## src/rtl/alu_op_sequencer.sv

```systemverilog
// Sequences single-cycle ops through an external ALU and runs
// Booth multiply / restoring divide internally over ITER steps.
// Ports: clock, clear (async low), start/op/a_in/b_in request,
//   alu_control/alu_a/alu_b to ALU, alu_result from ALU,
//   z_lo_out/z_hi_out result, busy/done/err status.
module alu_op_sequencer #(
   parameter int ITER = 32
) (
   input  logic        clock,
   input  logic        clear,
   input  logic        start,
   input  logic [3:0]  op,
   input  logic [31:0] a_in,
   input  logic [31:0] b_in,
   output logic [3:0]  alu_control,
   output logic [31:0] alu_a,
   output logic [31:0] alu_b,
   input  logic [31:0] alu_result,
   output logic [31:0] z_lo_out,
   output logic [31:0] z_hi_out,
   output logic        busy,
   output logic        done,
   output logic        err
);

   localparam int CW = $clog2(ITER + 1);
   localparam logic [3:0] OP_MUL = 4'd10;
   localparam logic [3:0] OP_DIV = 4'd11;

   typedef enum logic [2:0] {
      S_IDLE,
      S_EXEC,
      S_ITER,
      S_FIX,
      S_DONE
   } state_t;

   state_t state_q, state_d;

   logic [3:0]    ctl_d;
   logic [31:0]   a_d, b_d, lo_d, hi_d;
   logic          busy_d, done_d, err_d;

   // Shared iteration datapath:
   // MUL: acc = partial high, q = multiplier, q1 = Booth bit
   // DIV: acc = remainder, q = dividend/quotient bits
   logic [32:0]   acc_q, acc_d;
   logic [31:0]   q_q, q_d;
   logic          q1_q, q1_d;
   logic [31:0]   m_q, m_d;
   logic [CW-1:0] cnt_q, cnt_d;

   logic [31:0]   a_mag, b_mag;
   logic [32:0]   m_ext, booth_sum;
   logic [32:0]   div_sh;
   logic [33:0]   div_trial;
   logic          is_div;

   assign a_mag     = a_in[31] ? -a_in : a_in;
   assign b_mag     = b_in[31] ? -b_in : b_in;
   assign m_ext     = {m_q[31], m_q};
   assign div_sh    = {acc_q[31:0], q_q[31]};
   assign div_trial = {1'b0, div_sh} - {2'b00, m_q};
   assign is_div    = (alu_control == OP_DIV);

   always_comb begin
      booth_sum = acc_q;
      unique case ({q_q[0], q1_q})
         2'b01:   booth_sum = acc_q + m_ext;
         2'b10:   booth_sum = acc_q - m_ext;
         default: booth_sum = acc_q;
      endcase
   end

   always_comb begin
      state_d = state_q;
      ctl_d   = alu_control;
      a_d     = alu_a;
      b_d     = alu_b;
      lo_d    = z_lo_out;
      hi_d    = z_hi_out;
      busy_d  = busy;
      done_d  = done;
      err_d   = err;
      acc_d   = acc_q;
      q_d     = q_q;
      q1_d    = q1_q;
      m_d     = m_q;
      cnt_d   = cnt_q;

      unique case (state_q)
         S_IDLE, S_DONE: begin
            done_d  = 1'b0;
            state_d = S_IDLE;
            if (start) begin
               ctl_d  = op;
               a_d    = a_in;
               b_d    = b_in;
               err_d  = 1'b0;
               busy_d = 1'b1;
               cnt_d  = '0;
               acc_d  = '0;
               q1_d   = 1'b0;
               unique case (1'b1)
                  (op == OP_MUL): begin
                     q_d     = b_in;
                     m_d     = a_in;
                     state_d = S_ITER;
                  end
                  (op == OP_DIV && b_in != 32'd0): begin
                     q_d     = a_mag;
                     m_d     = b_mag;
                     state_d = S_ITER;
                  end
                  default: state_d = S_EXEC;
               endcase
            end
         end

         S_EXEC: begin
            state_d = S_DONE;
            busy_d  = 1'b0;
            done_d  = 1'b1;
            if (is_div) begin
               // only reached with a zero divisor
               lo_d  = 32'hFFFF_FFFF;
               hi_d  = alu_a;
               err_d = 1'b1;
            end else if (alu_control > OP_DIV) begin
               err_d = 1'b1;
            end else begin
               lo_d = alu_result;
               hi_d = 32'd0;
            end
         end

         S_ITER: begin
            cnt_d = cnt_q + 1'b1;
            if (cnt_q == CW'(ITER - 1)) state_d = S_FIX;
            if (is_div) begin
               if (div_trial[33]) begin
                  acc_d = div_sh;
                  q_d   = {q_q[30:0], 1'b0};
               end else begin
                  acc_d = div_trial[32:0];
                  q_d   = {q_q[30:0], 1'b1};
               end
            end else begin
               {acc_d, q_d, q1_d} = {booth_sum[32], booth_sum, q_q};
            end
         end

         S_FIX: begin
            state_d = S_DONE;
            busy_d  = 1'b0;
            done_d  = 1'b1;
            if (is_div) begin
               lo_d = (alu_a[31] ^ alu_b[31]) ? -q_q : q_q;
               hi_d = alu_a[31] ? -acc_q[31:0] : acc_q[31:0];
            end else begin
               lo_d = q_q;
               hi_d = acc_q[31:0];
            end
         end

         default: state_d = S_IDLE;
      endcase
   end

   always_ff @(posedge clock or negedge clear) begin
      if (!clear) state_q <= S_IDLE;
      else        state_q <= state_d;
   end

   always_ff @(posedge clock or negedge clear) begin
      if (!clear) begin
         alu_control <= '0;
         alu_a       <= '0;
         alu_b       <= '0;
         z_lo_out    <= '0;
         z_hi_out    <= '0;
         busy        <= 1'b0;
         done        <= 1'b0;
         err         <= 1'b0;
         acc_q       <= '0;
         q_q         <= '0;
         q1_q        <= 1'b0;
         m_q         <= '0;
         cnt_q       <= '0;
      end else begin
         alu_control <= ctl_d;
         alu_a       <= a_d;
         alu_b       <= b_d;
         z_lo_out    <= lo_d;
         z_hi_out    <= hi_d;
         busy        <= busy_d;
         done        <= done_d;
         err         <= err_d;
         acc_q       <= acc_d;
         q_q         <= q_d;
         q1_q        <= q1_d;
         m_q         <= m_d;
         cnt_q       <= cnt_d;
      end
   end

endmodule

```

## config.mk

```make
export PLATFORM = sky130hd
export DESIGN_NAME = alu_op_sequencer
export DESIGN_NICKNAME = d
export VERILOG_FILES = /design/src/rtl/alu_op_sequencer.sv
export SDC_FILE = /design/constraint.sdc
export NUM_CORES = 1
export LEC_CHECK = 0
export CORE_AREA = 2 2 192 194
export CTS_BUF_LIST = sky130_fd_sc_hd__clkbuf_8 sky130_fd_sc_hd__clkbuf_16
export CTS_CLUSTER_DIAMETER = 120
export CTS_CLUSTER_SIZE = 40
export DETAILED_ROUTE_END_ITERATION = 16
export DIE_AREA = 0 0 194 196
export PLACE_DENSITY = 0.79
export SKIP_CTS_REPAIR_TIMING = 1
export SYNTH_ARGS = -nofsm -noshare
export SYNTH_HDL_FRONTEND = slang
export SYNTH_SLANG_ARGS = --single-unit
```

## constraint.sdc

```tcl
create_clock -name clock -period 6.3 [get_ports clock]
set_clock_uncertainty 0.05 [all_clocks]
set_input_delay 0.945 -clock clock [delete_from_list [all_inputs] [get_ports clock]]
set_output_delay 0.945 -clock clock [all_outputs]
set_load 0.01 [all_outputs]
```

==> impl_metrics.csv, run 1 <==
group,metric,value,unit
yosys,ys_ff_latch,242,
run_status,outcome,"finished clean",
clock_network,clk_pin_slew_worst_paths,0.16,ns
yosys,synth.most_common_cell,"nand2_1",
placement,pre_cts_ws,0.9854,ns
routing,drc_errors,0,
floorplan,die-area,0.03802,sq mm
yosys,ys_top_cells_by_count,"nand2_1, dfrtp_1, o21ai_0",
finish,post-route-util,59.38,%
yosys,synth.area.top_cells,"dfrtp_1, nand2_1, o21ai_0",
global_routing,grt_pass1_wl,107600,um
timing,finalCritPeriodShare,82.28,%
routing,routedLengthMet1,28460,um
critical_path,cp.required,6.64,ns
yosys,synth_area,0.01841,sq mm
power,ir_drop,0.2909,mV
power,leakagePower,9.164,nW
placement,placed_area,0.02104,sq mm
yosys,synth_cell_types,77,
critical_path,r2r-start,"m_q[6]$_DFFE_PN0P_",
finish,drive_gt1_share,3.920,%
clock_network,htree_levels,1,
critical_path,cp_num_buf_inv,2,
clock_network,ctsRootBufferMaster,"clkbuf_16",
critical_path,worstPathMaxFanout,7,
critical_path,ff2ff_path_depth,15,
routing,drt_iter0_markers,2102,
power,report.power.total,8.353,mW
critical_path,worst-setup-path-type,"reg2reg",
finish,postLayoutCellArea,0.02143,sq mm
floorplan,die_h,196,um
routing,wl_met3,7360,um
critical_path,cp-startpoint,"m_q[6]$_DFFE_PN0P_",
critical_path,critical-path-top-delay-family,"simple AND/OR/NAND/NOR gates",
routing,routed-via-count,19100,
timing,layout_setup_ws,1.116,ns
yosys,synth_warnings,0,
yosys,synth.avg_cell_area,7.754,sq um
critical_path,crit_chain,"or4_1 -> nor4_1 -> buf_4 -> a31oi_1 -> xnor2_1 -> ha_1 -> a21oi_1 -> o21ai_0 -> buf_4 -> a211oi_1 -> nand2_1 -> a211oi_1 -> o21ai_0 -> and4_1 -> or4b_2",
hold_path,hp-class,"in2async",
global_routing,antenna_found_initial,5,
routing,wl,70630,um
finish,n_fill_cell,3289,
timing,hold_viol,0,
yosys,synth-async-reset-ratio,100.0,%
global_routing,grt_max_degree,145,
critical_path,start_kind,"flip-flop",
floorplan,row_count,70,
routing,dr_wl_met2,31270,um
global_routing,grt_usage,36.09,%
yosys,yosysSeqAreaShare,32.90,%
finish,fin_nets,2672,
clock_network,cts_tree,"yes",
yosys,yosysTopAreaCell,"dfrtp_1",
timing,fmax,192.9,MHz
finish,final_cells,2970,
placement,place_congestion,1.020,
floorplan,pin_count,238,
global_routing,overflow,0,
routing,dr.pass1.iters,6,
timing,tightest_slew,1.151,ns
global_routing,grt_pass1_vias,18190,
yosys,synth_edf_count,0,
critical_path,cp_slowest_stage_delay,0.66,ns
routing,postRouteAntennaNets,0,
power,power-per-cell-area,389.9,mW/mm^2
timing,finalSetupViolCount,0,
timing,maxSlewViolCount,0,
floorplan,die_w,194,um
timing,slew_headroom,23.28,%
routing,wl_per_cell,23.78,um
timing,final.setup.tns,0,ns
placement,placed_cells,2951,
floorplan,design.core.area,0.03608,sq mm
clock_network,clock_latency,0.53,ns
finish,area_growth,16.39,%
floorplan,initial_core_util,51.02,%
timing,rsz0062_at_grt,"no",
yosys,syn_inst,2374,
routing,top_layer,"met5",
placement,dp_hpwl,52430,um
clock_network,numCtsBuffers,11,
clock_network,clk_path_buf_depth,3,
yosys,netlist.area_leader.share,32.90,%
critical_path,slowest_stage,"or4_1",
timing,fin_hold_ws,0.3466,ns
placement,io_buffer_count,237,
yosys,synth_nets,2550,
critical_path,cp.arrival,5.53,ns
routing,avgViaCountPerCell,6.431,
critical_path,crit_cells,15,
critical_path,crit_path_end_kind,"flip-flop",
run,max-cap-violations,0,
yosys,synthFlopType,"dfrtp_1",
timing,fin_crit,5.184,ns
clock_network,clkSinkCount,242,
## worst paths after layout
kind,to,slack [ns]
setup / recovery,acc_q[31]$_DFFE_PN0P_,1.12
hold / removal,z_hi_out[7]$_DFFE_PN0P_,0.35
setup reg to reg,acc_q[31]$_DFFE_PN0P_,1.12
hold reg to reg,done$_DFFE_PN0P_,0.40
max in group asynchronous,alu_b[23]$_DFFE_PN0P_,4.54
min in group clock,done$_DFFE_PN0P_,0.40
## logic make-up (layout without fill, tap and decap cells)
logic type | after synthesis | after routing | synth area share (%)
simple gates | 859 | 859 | 21.03
compound gates | 745 | 745 | 25.54
flops | 242 | 242 | 32.90
buf+inv | 241 | 367 | 5.165
xor+xnor | 195 | 195 | 9.278
fa+ha+maj | 73 | 73 | 5.043
mux | 19 | 19 | 1.047
other cells | 0 | 2 | 0
## placed cells by master, fill, tap and decap left out, drive strengths merged, types with 19 or more instances in the layout
cell	synthesis	layout
a21o	37	37
a21oi	157	157
a211oi	107	107
buf	11	35
a31oi	76	76
nand3	49	49
and3	19	19
o21ai	201	201
dfrtp	242	242
inv	79	81
clkdlybuf4s50	0	236
nor3	32	32
nand2	462	462
o211ai	24	24
xor2	88	88
nor2	146	146
nand2b	21	21
xnor2	107	107
or4	22	22
ha	71	71
o31ai	31	31
or3	26	26
## sequential cells by signal, summed over array words and instances (netlist names), 3 cells and up
register and cells:
acc_q 33, alu_a 32, alu_b 32, alu_control 4, cnt_q 6, m_q 32
q_q 32, state_q 3, z_hi_out 32, z_lo_out 32
## power by group
part	total [mW]	leakage, nW	switching (mW)	internal, mW
clock network	0.983	0.186	0.591	0.391
registers	2.67	3.04	0.693	1.98
logic	4.70	5.93	2.74	1.96
total	8.35	9.16	4.02	4.33
## layout make-up
type                       count  area, sq um  area share, %
antenna                        2        5.005        0.02336
clock buffer                  11        275.3          1.285
clock inverter                 6        110.1         0.5139
inverter                      79        296.5          1.384
multi-input combinational   1891        11450          53.45
sequential                   242         6056          28.26
tap                          468        585.6          2.733
timing repair buffer         271         2645          12.35
## metal layers
metal,up-vias,GRT usage (%)
li1,8684,-
met1,9089,48.61
met2,1127,56.19
met3,195,7.908
met4,6,15.40
met5,-,0
(Power assumes the default switching activity.)
==> inputs of run 2 (changes only) <==
==> constraint.sdc (replaced) <==
create_clock -name clock -period 4.9 [get_ports clock]
set_clock_uncertainty 0.05 [all_clocks]
set_input_delay 0.735 -clock clock [delete_from_list [all_inputs] [get_ports clock]]
set_output_delay 0.735 -clock clock [all_outputs]
set_load 0.01 [all_outputs]
==> run 2 against run 1 <==
  * Count of clock-buffer cells in the layout up 1
  * Sequential share of layout area decreased by 0.71 points
  * Clock power is 26% higher
  * Critical path type unchanged
==> impl_metrics.csv, run 2 (synthesis results as in run 1) <==
group,metric,value,unit
critical_path,slowest_stage,"or3b_2",
power,ir_drop,0.2887,mV
global_routing,grt_usage,36.82,%
critical_path,r2r_slack,0.21,ns
floorplan,pin_count,238,
placement,pre_cts_ws,0.04277,ns
routing,postRouteAntennaNets,0,
critical_path,timing.rr.end,"acc_q[30]$_DFFE_PN0P_",
critical_path,ff2ff_path_depth,18,
critical_path,worstPathMaxFanout,7,
routing,top_layer,"met4",
finish,multiInputGateArea,0.01150,sq mm
clock_network,clkSinkCount,242,
floorplan,die-area,0.03802,sq mm
finish,fin_nets,2735,
floorplan,die_w,194,um
timing,layout_setup_ws,0.2141,ns
clock_network,ctsRootBufferMaster,"clkbuf_16",
run_status,outcome,"finished clean",
routing,dr_wl_met2,32100,um
placement,io_buffer_count,237,
routing,dr.pass1.iters,5,
timing,fin_hold_ws,0.1532,ns
timing,maxSlewViolCount,0,
critical_path,cp.arrival,5.06,ns
critical_path,cp.required,5.28,ns
power,power-per-cell-area,505.8,mW/mm^2
clock_network,cts_tree,"yes",
finish,regMostFlops,"acc_q",
finish,mostFrequentLayoutCell,"nand2_1",
floorplan,initial_core_util,51.02,%
finish,largest_register_ffs,33,
timing,hold_viol,0,
routing,avgViaCountPerCell,6.352,
run,max-cap-violations,0,
global_routing,grt_pass1_vias,18320,
critical_path,worst-setup-path-type,"reg2reg",
timing,slew_headroom,26.78,%
critical_path,critical-path-top-delay-family,"simple AND/OR/NAND/NOR gates",
finish,drive_gt1_share,6.594,%
placement,placed_cells,3012,
finish,area_growth,19.40,%
placement,place_congestion,1.007,
global_routing,overflow,0,
clock_network,clk_path_buf_depth,3,
critical_path,cp_slowest_stage_delay,0.53,ns
finish,n_fill_cell,3292,
hold_path,hp-class,"in2async",
routing,drt_iter0_markers,1947,
routing,wl,71980,um
power,leakagePower,9.503,nW
timing,fin_crit,4.686,ns
clock_network,numCtsBuffers,11,
routing,routed-via-count,19260,
power,report.power.total,11.12,mW
timing,tightest_slew,1.098,ns
clock_network,clock_latency,0.53,ns
placement,dp_hpwl,54570,um
global_routing,grt_pass1_wl,109400,um
finish,final_cells,3032,
timing,final.setup.tns,0,ns
floorplan,die_h,196,um
critical_path,crit_path_frequent_cell,"buf_4",
critical_path,r2r-start,"m_q[0]$_DFFE_PN0P_",
critical_path,crit_path_end_kind,"flip-flop",
timing,finalSetupViolCount,0,
critical_path,crit_chain,"inv_1 -> ha_1 -> or3b_2 -> nor4_4 -> buf_4 -> buf_4 -> a41oi_1 -> xnor2_1 -> ha_1 -> buf_4 -> and4_1 -> or3b_2 -> o221a_2 -> a211oi_1 -> buf_4 -> a31oi_1 -> or3_1 -> a32oi_1",
global_routing,antenna_found_initial,5,
routing,wl_met3,6225,um
critical_path,start_kind,"flip-flop",
routing,routedLengthMet1,29400,um
finish,seq_area,0.006056,sq mm
floorplan,row_count,70,
critical_path,cp_num_buf_inv,5,
floorplan,design.core.area,0.03608,sq mm
timing,rsz0062_at_grt,"yes",
timing,finalCritPeriodShare,95.63,%
finish,final_cell_mix,"nand2_1, dfrtp_1, clkdlybuf4s50_1",
routing,wl_per_cell,23.74,um
routing,drc_errors,0,
global_routing,grt_max_degree,97,
timing,fmax,213.4,MHz
clock_network,htree_levels,1,
clock_network,clk_pin_slew_worst_paths,0.15,ns
-- run 2: layout make-up --
type / count / share of cell area, %
diodes: 1 / 0.01138
clock buffers: 12 / 1.315
clock inverters: 5 / 0.3643
inverters: 79 / 1.349
multi-input cells: 1891 / 52.33
flip-flops and latches: 242 / 27.55
well taps: 468 / 2.664
repair buffers: 334 / 14.41
-- run 2: worst reg2reg max path, cell delays in order (launching register included) --
cell and delay (ns):
dfrtp_1 0.42, inv_1 0.10, ha_1 0.19, or3b_2 0.53, nor4_4 0.19, buf_4 0.17
buf_4 0.15, a41oi_1 0.15, xnor2_1 0.16, ha_1 0.31, buf_4 0.12, and4_1 0.21
or3b_2 0.44, o221a_2 0.29, a211oi_1 0.23, buf_4 0.16, a31oi_1 0.16, or3_1 0.35
a32oi_1 0.21
-- run 2: power breakdown --
part / internal [mW] / switching, mW
Sequential: 2.54 / 0.829
Clock: 0.466 / 0.772
Combinational: 2.79 / 3.72
-- run 2: worst max-delay path by stage --
stage / to / slack (ns) / from / cells after the start
2_1_floorplan: acc_q[31]$_DFFE_PN0P_ / 0.26 / m_q[6]$_DFFE_PN0P_ / 16
3_3_place_gp: acc_q[31]$_DFFE_PN0P_ / 0.17 / m_q[0]$_DFFE_PN0P_ / 17
3_5_place_dp: acc_q[31]$_DFFE_PN0P_ / 0.04 / m_q[0]$_DFFE_PN0P_ / 17
4_1_cts: acc_q[31]$_DFFE_PN0P_ / -0.006 / m_q[0]$_DFFE_PN0P_ / 17
5_1_grt: acc_q[31]$_DFFE_PN0P_ / -0.05 / m_q[0]$_DFFE_PN0P_ / 18
6_report: acc_q[30]$_DFFE_PN0P_ / 0.21 / m_q[0]$_DFFE_PN0P_ / 18
-- run 2: routing by layer --
metal	vias to the layer above	global-route usage (%)
met5	-	0
met4	0	18.21
met3	210	7.014
met2	964	58.49
met1	9282	48.29
li1	8803	-
-- run 2: metrics by stage --
stage	util (%)	cell area, sq um
floorplan	-	18410
finish	60.91	21980
detailed placement	59.67	21530
global placement	59.67	21530
global route	60.91	21980
CTS	60.70	21900
